### src/rtl/bcd_display_driver_if.sv
// bcd_display_driver_if: core-to-display conversion request and digit result bundle
interface bcd_display_driver_if;
  logic       start;
  logic [7:0] data;
  logic       is_signed;
  logic       busy;
  logic       done;
  logic       neg;
  logic [3:0] disp0;
  logic [3:0] disp1;
  logic [3:0] disp2;
  logic [3:0] disp3;
  modport master (output start, data, is_signed, input busy, done, neg, disp0, disp1, disp2, disp3);
  modport slave  (input start, data, is_signed, output busy, done, neg, disp0, disp1, disp2, disp3);
endinterface

### src/rtl/bcd_display_driver.sv
// bcd_display_driver: serial double-dabble of an 8-bit value into blanked decimal digits plus sign
module bcd_display_driver #(
  parameter bit         BLANK_EN   = 1'b1,
  parameter logic [3:0] BLANK_CODE = 4'hF
) (
  input logic clk,
  input logic rst,
  bcd_display_driver_if.slave bus
);
  localparam logic [1:0] IDLE  = 2'd0;
  localparam logic [1:0] CONV  = 2'd1;
  localparam logic [1:0] WRITE = 2'd2;
  localparam logic [3:0] LEAD  = BLANK_EN ? BLANK_CODE : 4'h0;
  logic [1:0]  state;
  logic [7:0]  shreg;
  logic [11:0] scr, adj;
  logic [2:0]  cnt;
  logic        sign, done, neg, hz, tz;
  logic [3:0]  disp0, disp1, disp2, disp3;
  always_comb begin
    adj = scr;
    for (int i = 0; i < 3; i++)
      adj[4*i +: 4] = scr[4*i +: 4] >= 4'd5 ? scr[4*i +: 4] + 4'd3 : scr[4*i +: 4];
  end
  assign hz = scr[11:8] == 4'd0;
  assign tz = scr[7:4] == 4'd0;
  always_ff @(posedge clk) begin
    if (rst) begin
      state <= IDLE;
      shreg <= '0;
      scr   <= '0;
      cnt   <= '0;
      sign  <= 1'b0;
      done  <= 1'b0;
      neg   <= 1'b0;
      disp0 <= 4'h0;
      disp1 <= LEAD;
      disp2 <= LEAD;
      disp3 <= LEAD;
    end else begin
      done <= 1'b0;
      case (state)
        IDLE: if (bus.start) begin
          shreg <= bus.is_signed && bus.data[7] ? ~bus.data + 8'd1 : bus.data;
          sign  <= bus.is_signed & bus.data[7];
          scr   <= '0;
          cnt   <= '0;
          state <= CONV;
        end
        CONV: begin
          {scr, shreg} <= {adj[10:0], shreg, 1'b0};
          cnt          <= cnt + 3'd1;
          if (cnt == 3'd7) state <= WRITE;
        end
        WRITE: begin
          disp0 <= scr[3:0];
          disp1 <= BLANK_EN && hz && tz ? BLANK_CODE : scr[7:4];
          disp2 <= BLANK_EN && hz ? BLANK_CODE : scr[11:8];
          disp3 <= LEAD;
          neg   <= sign && scr != 12'd0;
          done  <= 1'b1;
          state <= IDLE;
        end
        default: state <= IDLE;
      endcase
    end
  end
  assign bus.busy  = state != IDLE;
  assign bus.done  = done;
  assign bus.neg   = neg;
  assign bus.disp0 = disp0;
  assign bus.disp1 = disp1;
  assign bus.disp2 = disp2;
  assign bus.disp3 = disp3;
endmodule

### src/flat_wrapper.sv
// flat-port wrapper written by rule: the top's interface ports become plain ports
module bcd_display_driver_flat 
#(
  parameter bit         BLANK_EN   = 1'b1,
  parameter logic [3:0] BLANK_CODE = 4'hF
)
  (clk, rst, bus_start, bus_data, bus_is_signed, bus_busy, bus_done, bus_neg, bus_disp0, bus_disp1, bus_disp2, bus_disp3);
  bcd_display_driver_if bus_i ();
  input logic clk;
  input logic rst;
  input wire logic [$bits(bus_i.start)-1:0] bus_start;
  input wire logic [$bits(bus_i.data)-1:0] bus_data;
  input wire logic [$bits(bus_i.is_signed)-1:0] bus_is_signed;
  output wire logic [$bits(bus_i.busy)-1:0] bus_busy;
  output wire logic [$bits(bus_i.done)-1:0] bus_done;
  output wire logic [$bits(bus_i.neg)-1:0] bus_neg;
  output wire logic [$bits(bus_i.disp0)-1:0] bus_disp0;
  output wire logic [$bits(bus_i.disp1)-1:0] bus_disp1;
  output wire logic [$bits(bus_i.disp2)-1:0] bus_disp2;
  output wire logic [$bits(bus_i.disp3)-1:0] bus_disp3;
  assign bus_i.start = bus_start;
  assign bus_i.data = bus_data;
  assign bus_i.is_signed = bus_is_signed;
  assign bus_busy = bus_i.busy;
  assign bus_done = bus_i.done;
  assign bus_neg = bus_i.neg;
  assign bus_disp0 = bus_i.disp0;
  assign bus_disp1 = bus_i.disp1;
  assign bus_disp2 = bus_i.disp2;
  assign bus_disp3 = bus_i.disp3;
  bcd_display_driver #(.BLANK_EN(BLANK_EN), .BLANK_CODE(BLANK_CODE)) u_core (.clk(clk), .rst(rst), .bus(bus_i));
endmodule
### config.mk
export PLATFORM = sky130hd
export DESIGN_NAME = bcd_display_driver_flat
export DESIGN_NICKNAME = d
export VERILOG_FILES = /design/src/rtl/bcd_display_driver_if.sv /design/src/rtl/bcd_display_driver.sv /design/src/flat_wrapper.sv
export SDC_FILE = /design/constraint.sdc
export NUM_CORES = 1
export LEC_CHECK = 0
export CAP_MARGIN = 20
export CORE_MARGIN = 3
export CORE_UTILIZATION = 28
export DETAILED_ROUTE_END_ITERATION = 16
export GPL_TIMING_DRIVEN = 1
export PLACE_DENSITY = 0.53
export SYNTH_ARGS = -nofsm -noshare
export SYNTH_HDL_FRONTEND = slang
export SYNTH_SLANG_ARGS = --single-unit
### constraint.sdc
create_clock -name clk -period 1.9 [get_ports clk]
set_clock_uncertainty 0.2 [all_clocks]
set_input_delay 0.285 -clock clk [delete_from_list [all_inputs] [get_ports clk]]
set_output_delay 0.285 -clock clk [all_outputs]
set_load 0.01 [all_outputs]
==> metrics.md, run 1 <==
| Metric | Value |
|---|---|
| H-tree lvl count | 2 |
| Setup violators final | 0 |
| Total Power | 1.76 mW |
| Die span in x | 90 um |
| CORE AREA | 0.00660 mm^2 |
| GRT Util Overall | 11.6% |
| CTS Root Cell | clkbuf_8 |
| Share of layout cells above drive strength 1 | 15.3% |
| DRT antenna net count | 0 |
| Hold Crit Endpoint | u_core.bus.disp0[3] |
| Hold path startpoint | u_core.bus.disp0[3] |
| R2R setup slack | 0.03 ns |
| Sw Ratio | 24.3% |
| Leak | 1.03 nW |
| Final Util | 39.3% |
| WL per Instance | 12.5 um |
| FF-to-FF Start | u_core.scr[9] |
| Setup TNS | 0 ns |
| Outcome | complete, no violations |
| Hold WC Path Type | flop to flop |
| Final-layout fill cell count | 697 |
| Critical Path Sink Type | flop |
| Synth top area cells | dfxtp_1 41%, ha_1 7.0%, a21oi_1 5.1% |
| VDD IR max | 0.314 mV |
| # diodes | 0 |
| Number of global-route vias before repair | 1645 |
| Synth area leader | dfxtp_1 |
| Internal | 1.33 mW |
| Psw | 0.428 mW |
| Fraction of power consumed by sequential logic | 49.3% |
| Cts hold-fix bufs | 0 |
| # DRC | 0 |
| Crit path arrival time | 1.91 ns |
| Critical path class | flop to flop |
| Clock Latency Late Sink | 0.30 ns |
| Synth async-reset ratio | 0% |
| Placed cells | 358 |
| WL final | 4590 um |
| Nets | 296 |
| R2r endpoint | u_core.bus.disp1[1] |
| Largest net degree at the start of global routing | 15 |
| Area of the multi-input gates | 0.00110 mm^2 |
| Number of flops mapped to enable cells by yosys | 0 |
| Vias | 1742 |
| Yosys top cell area share | 40.5% |
| FP Rows | 29 |
| Slew Limit Fails | 0 |
| Global-route wire length before repair | 7810 um |
| Routed vias/inst | 4.75 |
| Clk sinks | 40 |
| CP Launch Type | flop |
| Sequential standard cell area | 802 um^2 |
| Hpwl dp | 3390 um |
| Final hold slack | 0.260 ns |
| # port buffers | 26 |
| # IOs | 31 |
| Initial antenna violation count | 0 |
| Initial Util | 29.9% |
| Hold Fails Final Rpt | 0 |
| Yosys warning total | 0 |
| Worst Hold Depth | 2 |
| Sequential share of the synthesized area | 40.5% |
| Initial DRC Count | 59 |
| Highest Clock Rate | 534 MHz |
| Library cells used by synthesis | 40 |
| Clock power share | 40.5% |
| Mapped Cells | 228 |
| Worst slew pin tran | 0.526 ns |
| Comb pwr share | 10.2% |
| Cell Pwr Density | 677 mW/mm^2 |
| Mean post-synth cell area | 8.67 um^2 |
| CTS Buf Count | 5 |
| Post-Synthesis Cell Area | 0.00198 mm^2 |
| Grt ovf | 0 |
| Final period utilization | 98.6% |
| Synth Register Bits | 40 |
| CTS tree | yes |
| Relative slew slack | 64.9% |
| Non-filler cells, final | 367 |
| CP required | 1.93 ns |
| GPL Wtd Cong | 0.758 |
| Max-cap viol count | 0 |
| Die Y | 90 um |
| Crit path from | u_core.scr[9] |
| Area grow syn2layout | 31.5% |
| Clock transition at the registers of the reported paths | 0.08 ns |
| Min Tclk post-route | 1.87 ns |
| Die footprint | 0.00810 mm^2 |
| Worst-case reg-to-reg path depth | 7 |
| Drt pass-1 iters | 4 |
| RSZ-0062 raised after global routing | yes |
| Worst-path maximum fanout | 3 |
| Worst-case clock buffer depth | 2 |
| Ys flop type | dfxtp_1 |
-- power groups by stage --
stage               sequential, mW  clock, mW  combinational [mW]
detailed placement           0.886          0               0.182
finish                       0.866      0.712               0.180
floorplan                    0.883          0               0.103
CTS                          0.866      0.733               0.183
global placement             0.886          0               0.182
global route                 0.868      0.756               0.202
-- area by class of cell --
| class | count | area share (%) |
|---|---|---|
| Inverter | 10 | 1.45 |
| Timing Repair Buffer | 49 | 16.6 |
| Multi-Input combinational cell | 167 | 42.3 |
| Sequential cell | 40 | 30.9 |
| Tap cell | 93 | 4.48 |
| Clock inverter | 3 | 1.64 |
| Clock buffer | 5 | 2.65 |
-- how the worst max path moves through the flow --
stage	slack, ns	endpoint	cells past startpoint
global placement	-0.16	u_core.shreg[7]	5
CTS	-0.003	u_core.bus.disp1[1]	7
global route	-0.09	u_core.bus.disp1[1]	7
detailed placement	-0.17	u_core.shreg[7]	5
floorplan	0.04	u_core.bus.neg	6
finish	0.03	u_core.bus.disp1[1]	7
-- what timing repair did --
action	4_1_cts	5_1_grt
buffers inserted	1	0
setup endpoints to repair	4	6
resized for setup	2	6
pin swaps	1	4
-- cell usage in the layout (no fill, tap or decap), drive strengths merged, types with 2 or more instances in the layout --
master,n
dfxtp,40
clkdlybuf4s50,25
buf,23
a21oi,20
nor2,20
nand2,18
ha,11
inv,10
o21ai,9
nor3,9
nand3,8
nand2b,8
a22o,6
o21bai,5
a22oi,5
o22ai,5
xnor2,5
clkbuf,5
conb,4
nor2b,3
nand3b,3
and2,3
nor3b,3
mux2i,3
a222oi,3
or3,2
or2,2
nor4b,2
-- sequential cells by signal, indices dropped and copies added (netlist names) --
| name | flops |
|---|---|
| u_core.sign | 1 |
| u_core.state | 2 |
| u_core.bus.disp2 | 4 |
| u_core.bus.disp0 | 4 |
| u_core.shreg | 8 |
| u_core.cnt | 3 |
| u_core.bus.disp1 | 4 |
| u_core.scr | 12 |
| u_core.bus.neg | 1 |
| u_core.bus.done | 1 |
-- layer usage --
layer | vias to the layer above | part of all wire (%) | wire [um] | track usage [%]
li1 | 893 | - | - | -
met5 | - | 0 | 0 | 0
met2 | 27 | 49 | 2250 | 19.5
met3 | 8 | 3.2 | 147 | 2.67
met1 | 814 | 46 | 2120 | 14.5
met4 | 0 | 1.6 | 73 | 4.34
-- worst max-delay path, stage by stage, from the launching register on --
cell and delay (ns):
dfxtp_2 0.33, inv_2 0.08, ha_4 0.13, or3b_4 0.40, nor4b_4 0.32, buf_4 0.17
nor3_2 0.03, o21bai_1 0.14
-- cell usage after synthesis (4+ instances only) --
master / n
a21oi_1: 20
a22oi_1: 5
nor2_1: 19
ha_1: 11
a22o_1: 6
o22ai_1: 5
nor3_1: 9
o21bai_1: 5
nand2b_1: 8
clkbuf_1: 8
nand2_1: 18
xnor2_1: 5
dfxtp_1: 40
buf_4: 4
inv_1: 10
nand3_1: 8
o21ai_0: 9
-- stage by stage --
step	worst slack, ns	area (um^2)
2_1_floorplan	0.0355	1990
3_3_place_gp	-0.164	2460
3_5_place_dp	-0.172	2460
4_1_cts	-0.00302	2580
5_1_grt	-0.0876	2600
6_report	0.0260	2600
-- kinds of logic after synthesis --
| family | after synthesis | share of synthesized area (%) |
|---|---|---|
| flops | 40 | 40.5 |
| buf+inv | 24 | 5.45 |
| fa+ha+maj | 11 | 6.97 |
| mux | 4 | 2.09 |
| xor+xnor | 5 | 2.22 |
| other cells | 1 | 0.190 |
| compound gates | 60 | 20.0 |
| simple gates | 83 | 22.5 |
(Power assumes the default switching activity.)
==> run 2: changes to the inputs <==
Settings changed: REMOVE_ABC_BUFFERS from default to 1.
==> run 2 against run 1 <==
First-iteration DRC count increased by 14%. Non-clock buffer count up 3. Critical path depth is the same. Clock power down 4.1%. Register-to-register slack better by 0.08 ns. Global-route usage is 0.88 points lower. Flip-flop and latch count stayed put. Cell count grew 0.82%. Wire length decreased by 5.3%. Maximum frequency rose by 4.4%. Total power fell by 1.5%.
==> metrics.md, run 2 (synthesized netlist as in run 1, its figures left out) <==
| Metric | Value |
|---|---|
| Psw | 0.398 mW (-7.0%) |
| Final-layout fill cell count | 690 (-1.0%) |
| Top flop regs | u_core.scr: 12 flops, u_core.shreg: 8 flops |
| Internal | 1.33 mW (+0.25%) |
| WL final | 4350 um (-5.3%) |
| Clock power share | 39.4% (-1.1 points) |
| Share of layout cells above drive strength 1 | 15.2% (-0.17 points) |
| Outcome | complete, no violations |
| Die span in x | 90 um (unchanged) |
| # diodes | 0 (unchanged) |
| Critical path class | flop to flop |
| RSZ-0062 raised after global routing | no |
| Hold Fails Final Rpt | 0 (unchanged) |
| Number of global-route vias before repair | 1561 (-5.1%) |
| Min Tclk post-route | 1.79 ns (-0.0796 ns) |
| GPL Wtd Cong | 0.824 (+8.7%) |
| Dpl cell area | 0.00249 mm^2 (+1.2%) |
| Cts hold-fix bufs | 0 (unchanged) |
| Critical Path End | u_core.bus.neg |
| Vias | 1722 (-1.1%) |
| FP Rows | 29 (unchanged) |
| Initial Util | 29.9% (unchanged) |
| Sequential standard cell area | 802 um^2 (unchanged) |
| Grt ovf | 0 (unchanged) |
| CP Launch Type | flop |
| Highest Clock Rate | 557 MHz (+4.4%) |
| Biggest register | u_core.scr |
| Routed vias/inst | 4.65 (-1.9%) |
| Worst-path maximum fanout | 5 (+2) |
| Crit path depth | 7 (unchanged) |
| Area of the multi-input gates | 0.00109 mm^2 (-0.68%) |
| Most frequent cells in the layout | 39 x dfxtp_1, 26 x buf_4, 25 x clkdlybuf4s50_1 |
| Sw Ratio | 23.0% (-1.3 points) |
| Comb pwr share | 10.6% (+0.4 points) |
| Drt pass-1 iters | 4 (unchanged) |
| Crit path from | u_core.scr[8] |
| # port buffers | 26 (unchanged) |
| Nets | 299 (+1.0%) |
| Max-cap viol count | 0 (unchanged) |
| Slowest stage cell, crit path | or3b_4 |
| Setup violators final | 0 (unchanged) |
| Initial antenna violation count | 0 (unchanged) |
| Slew Limit Fails | 0 (unchanged) |
| Hpwl dp | 3250 um (-4.2%) |
| Commonest non-fill, non-tap cell in the layout | dfxtp_1 |
| # IOs | 31 (unchanged) |
| DRT antenna net count | 0 (unchanged) |
| Crit path arrival time | 1.77 ns (-0.14 ns) |
| Max FFs per register | 12 (unchanged) |
| Placed cells | 362 (+1.1%) |
| GRT Util Overall | 10.7% (-0.88 points) |
| Postcts setup bufs | 0 (-1) |
| Critical Path Sink Type | flop |
| Global-route wire length before repair | 7240 um (-7.3%) |
| Critical Path, Cell by Cell | inv_2 -> ha_4 -> or3b_4 -> nor4b_4 -> buf_4 -> a31o_1 -> a21oi_1 |
| Final period utilization | 94.4% (-4.2 points) |
| Non-filler cells, final | 370 (+0.82%) |
| Die Y | 90 um (unchanged) |
| Leak | 1.05 nW (+1.5%) |
| R2r endpoint | u_core.bus.neg |
| CTS tree | yes |
| Clk sinks | 40 (unchanged) |
| # DRC | 0 (unchanged) |
| Clock transition at the registers of the reported paths | 0.08 ns (about the same) |
| CP required | 1.88 ns (-0.05 ns) |
| Top delay family on crit path | simple AND/OR/NAND/NOR gates |
| Worst-case reg-to-reg path depth | 7 (unchanged) |
| Critical Path Max Stage Delay | 0.39 ns (about the same) |
| CORE AREA | 0.00660 mm^2 (unchanged) |
| CTS Buf Count | 5 (unchanged) |
| Die footprint | 0.00810 mm^2 (unchanged) |
| Worst-case clock buffer depth | 2 (unchanged) |
| Final hold slack | 0.255 ns (-0.00566 ns) |
| Total Power | 1.73 mW (-1.5%) |
| Area grow syn2layout | 32.0% |
| Fraction of power consumed by sequential logic | 50.0% (+0.7 points) |
| VDD IR max | 0.265 mV (-15%) |
| H-tree lvl count | 2 (unchanged) |
| Setup TNS | 0 ns (unchanged) |
| CP Buf/Inv Count | 2 (unchanged) |
| Clock Latency Late Sink | 0.29 ns (about the same) |
| Largest net degree at the start of global routing | 17 (+2) |
| Initial DRC Count | 67 (+14%) |
| CTS Root Cell | clkbuf_8 |
| WL per Instance | 11.7 um (-6.1%) |
| Cell Pwr Density | 664 mW/mm^2 (-1.9%) |
| FF-to-FF Start | u_core.scr[8] |
| R2R setup slack | 0.11 ns (+0.08 ns) |
| Post-route cell area | 0.00261 mm^2 (+0.43%) |
| Hold WC Path Type | flop to flop |
run 2: per-layer routing:
| metal | vias up | wire [um] | GRT usage, % | part of all wire, % |
|---|---|---|---|---|
| met1 | 781 | 2170 | 14.2 | 50 |
| met3 | 4 | 241 | 2.75 | 5.5 |
| li1 | 899 | - | - | - |
| met2 | 38 | 1910 | 17.3 | 44 |
| met5 | - | 0 | 0 | 0 |
| met4 | 0 | 28 | 3.06 | 0.64 |
run 2: layout make-up:
| class | instances | share of cell area (%) |
|---|---|---|
| timing repair buffer | 52 | 17.4 |
| tap | 93 | 4.46 |
| multi-input combinational | 167 | 41.8 |
| sequential | 40 | 30.7 |
| clock buffer | 6 | 2.78 |
| clock inverter | 2 | 1.34 |
| inverter | 10 | 1.44 |
run 2: per-stage QoR:
stage | worst slack (ns) | utilization (%)
finish | 0.106 | 39.5
global placement | -0.181 | 37.7
detailed placement | -0.188 | 37.7
floorplan | 0.0474 | -
global route | 0.0170 | 39.5
CTS | 0.00878 | 39.3
run 2: what timing repair did:
action                                  in CTS  in global routing
pin swaps                                    0                  1
endpoints found under the setup margin       1                  6
gates resized for setup                      1                  5
run 2: power by group through the flow:
stage	Sequential (mW)	Combinational [mW]	Clock, mW
after detailed placement	0.886	0.186	0
after global placement	0.886	0.185	0
after CTS	0.866	0.186	0.708
after floorplan	0.883	0.0835	0
after global routing	0.868	0.204	0.739
final	0.866	0.183	0.683
run 2: how the worst min path moves through the flow:
stage,from,end,slack (ns),cells after the start
global placement,u_core.sign,u_core.sign,0.24,2
CTS,u_core.bus.disp0[3],u_core.bus.disp0[3],0.26,2
detailed placement,u_core.shreg[7],u_core.scr[0],0.25,2
finish,u_core.bus.disp0[3],u_core.bus.disp0[3],0.25,2
global route,u_core.bus.disp0[3],u_core.bus.disp0[3],0.28,2
floorplan,rst,u_core.bus.disp0[0],0.15,1
run 2: worst min-delay path: stages, from the launching register on:
cell,delay [ns]
dfxtp_1,0.31
nand2_1,0.05
a21oi_1,0.05
==> run 3: changes to the inputs <==
Settings changed: CELL_PAD_IN_SITES_DETAIL_PLACEMENT from default to 0, CELL_PAD_IN_SITES_GLOBAL_PLACEMENT from default to 1, CORE_UTILIZATION 28 to 36, PLACE_DENSITY 0.53 to 0.79.
==> run 3 against run 2 <==
Sequential power barely moved. First-iteration DRC count rose by 22%. Largest cell class unchanged. Total power fell by 4.3%. Die area fell by 21%. Non-clock buffer count did not move. Hold slack improved by 0.0041 ns. Utilization rose by 10 points. Sequential share of layout area rose by 0.52 points. Highest routed layer unchanged. Via count rose by 2.4%. Cell count fell by 6.2%. Flip-flop and latch count did not move.
==> metrics.md, run 3 (synthesized netlist as in run 1, its figures left out) <==
| Metric | Value |
|---|---|
| Initial Util | 38.0% (+8.0 points) |
| H-tree lvl count | 2 (unchanged) |
| R2R setup slack | 0.1 ns (about the same) |
| Worst-case clock buffer depth | 2 (unchanged) |
| Crit path from | u_core.scr[9] |
| Critical path class | flop to flop |
| Initial antenna violation count | 0 (unchanged) |
| Postcts setup bufs | 0 (unchanged) |
| Leak | 1.05 nW (about the same) |
| FP Rows | 26 (-10%) |
| Max-cap viol count | 0 (unchanged) |
| GPL Wtd Cong | 0.829 (+0.66%) |
| Biggest register | u_core.scr |
| Min Tclk post-route | 1.80 ns (+0.00942 ns) |
| Slew Limit Fails | 0 (unchanged) |
| CTS Root Cell | clkbuf_8 |
| Worst-path maximum fanout | 5 (unchanged) |
| Area grow syn2layout | 30.5% |
| Max FFs per register | 12 (unchanged) |
| Critical Path End | u_core.bus.neg |
| Placed cells | 339 (-6.4%) |
| WL final | 4320 um (-0.53%) |
| CP required | 1.88 ns (about the same) |
| Hold Fails Final Rpt | 0 (unchanged) |
| Relative slew slack | 65.6% |
| Nets | 299 (unchanged) |
| CORE AREA | 0.00520 mm^2 (-21%) |
| # IOs | 31 (unchanged) |
| Post-route cell area | 0.00258 mm^2 (-1.2%) |
| Dpl cell area | 0.00246 mm^2 (-1.2%) |
| Largest net degree at the start of global routing | 19 (+2) |
| R2r endpoint | u_core.bus.neg |
| Hold WC Path Type | flop to flop |
| Final hold slack | 0.259 ns (+0.00414 ns) |
| CP Launch Type | flop |
| GRT Util Overall | 14.7% (+4.0 points) |
| Routed vias/inst | 5.08 (+9.2%) |
| Crit path arrival time | 1.79 ns (+0.02 ns) |
| Clock Latency Late Sink | 0.30 ns (about the same) |
| Setup TNS | 0 ns (unchanged) |
| Setup violators final | 0 (unchanged) |
| Initial DRC Count | 82 (+22%) |
| Outcome | complete, no violations |
| Commonest non-fill, non-tap cell in the layout | dfxtp_1 |
| CTS Buf Count | 5 (unchanged) |
| # DRC | 0 (unchanged) |
| Non-filler cells, final | 347 (-6.2%) |
| Drt pass-1 iters | 5 (+1) |
| VDD IR max | 0.294 mV (+11%) |
| Cell Pwr Density | 643 mW/mm^2 (-3.1%) |
| # port buffers | 26 (unchanged) |
| DRT antenna net count | 0 (unchanged) |
| Vias | 1763 (+2.4%) |
| Worst-case reg-to-reg path depth | 7 (unchanged) |
| Clock transition at the registers of the reported paths | 0.08 ns (about the same) |
| Hpwl dp | 3180 um (-2.0%) |
| Die footprint | 0.00641 mm^2 (-21%) |
| Clk sinks | 40 (unchanged) |
| Critical Path Sink Type | flop |
| Share of layout cells above drive strength 1 | 16.6% (+1.4 points) |
| Worst slew pin tran | 0.515 ns |
| CTS tree | yes |
| # diodes | 0 (unchanged) |
| FF-to-FF Start | u_core.scr[9] |
| Top flop regs | u_core.scr: 12 flops, u_core.shreg: 8 flops |
| Die span in x | 80.1 um (-11%) |
| WL per Instance | 12.5 um (+6.1%) |
| Grt ovf | 0 (unchanged) |
| Die Y | 80.1 um (-11%) |
| Most frequent cells in the layout | 36 x dfxtp_1, 26 x buf_4, 25 x clkdlybuf4s50_1 |
| Final period utilization | 94.9% (+0.50 points) |
| Number of global-route vias before repair | 1678 (+7.5%) |
| Global-route wire length before repair | 7410 um (+2.4%) |
| Highest Clock Rate | 554 MHz (-0.52%) |
| RSZ-0062 raised after global routing | no |
## run 3: layout make-up
type	count	area [um^2]
fill	502	2630
multi-input combinational	167	1090
sequential	40	806
timing repair buffer	52	458
tap	70	87.6
clock buffer	6	82.6
inverter	10	37.5
clock inverter	2	15.0
## run 3: power breakdown
part | switching, mW | total [mW] | leakage [nW] | internal, mW
Combinational | 0.0938 | 0.186 | 0.680 | 0.0920
Clock | 0.311 | 0.605 | 0.0434 | 0.294
Sequential | 0.0114 | 0.867 | 0.326 | 0.855
Total | 0.416 | 1.66 | 1.05 | 1.24
## run 3: worst min-delay path by stage
stage / from / end / slack (ns) / depth (start not counted)
6_report: u_core.bus.disp0[0] / u_core.bus.disp0[0] / 0.26 / 2
3_3_place_gp: u_core.shreg[7] / u_core.scr[0] / 0.24 / 2
4_1_cts: u_core.bus.disp0[0] / u_core.bus.disp0[0] / 0.26 / 2
5_1_grt: u_core.bus.disp0[1] / u_core.bus.disp0[1] / 0.28 / 2
3_5_place_dp: u_core.bus.disp0[0] / u_core.bus.disp0[0] / 0.25 / 2
2_1_floorplan: rst / u_core.bus.disp0[0] / 0.15 / 1
## run 3: critical path: stages, from the launching register on
cell     delay [ns]
dfxtp_2        0.33
inv_2          0.07
ha_4           0.13
or3b_4         0.39
nor4b_4        0.21
buf_4          0.17
a31o_1         0.14
a21oi_1        0.05
## run 3: metal layers
| metal | vias to the layer above | wire [um] | share of wire [%] | GRT usage, % |
|---|---|---|---|---|
| met4 | 0 | 58 | 1.3 | 4.73 |
| met1 | 806 | 2000 | 46 | 16.8 |
| met3 | 10 | 241 | 5.6 | 4.37 |
| met2 | 48 | 2020 | 47 | 26.2 |
| li1 | 899 | - | - | - |
| met5 | - | 0 | 0 | 0 |
## run 3: what timing repair did
action,4_1_cts,5_1_grt
pin swaps,0,4
setup endpoints to repair,1,4
gates resized for setup,2,7
hold buffers,0,0
hold endpoints to repair,0,0
## run 3: through the flow
step	total power, mW	worst slack (ns)	utilization [%]
floorplan	0.966	0.0474	-
global placement	1.07	-0.148	47.3
detailed placement	1.07	-0.181	47.3
CTS	1.68	0.00736	49.2
global route	1.74	0.0262	49.5
finish	1.66	0.0962	49.5
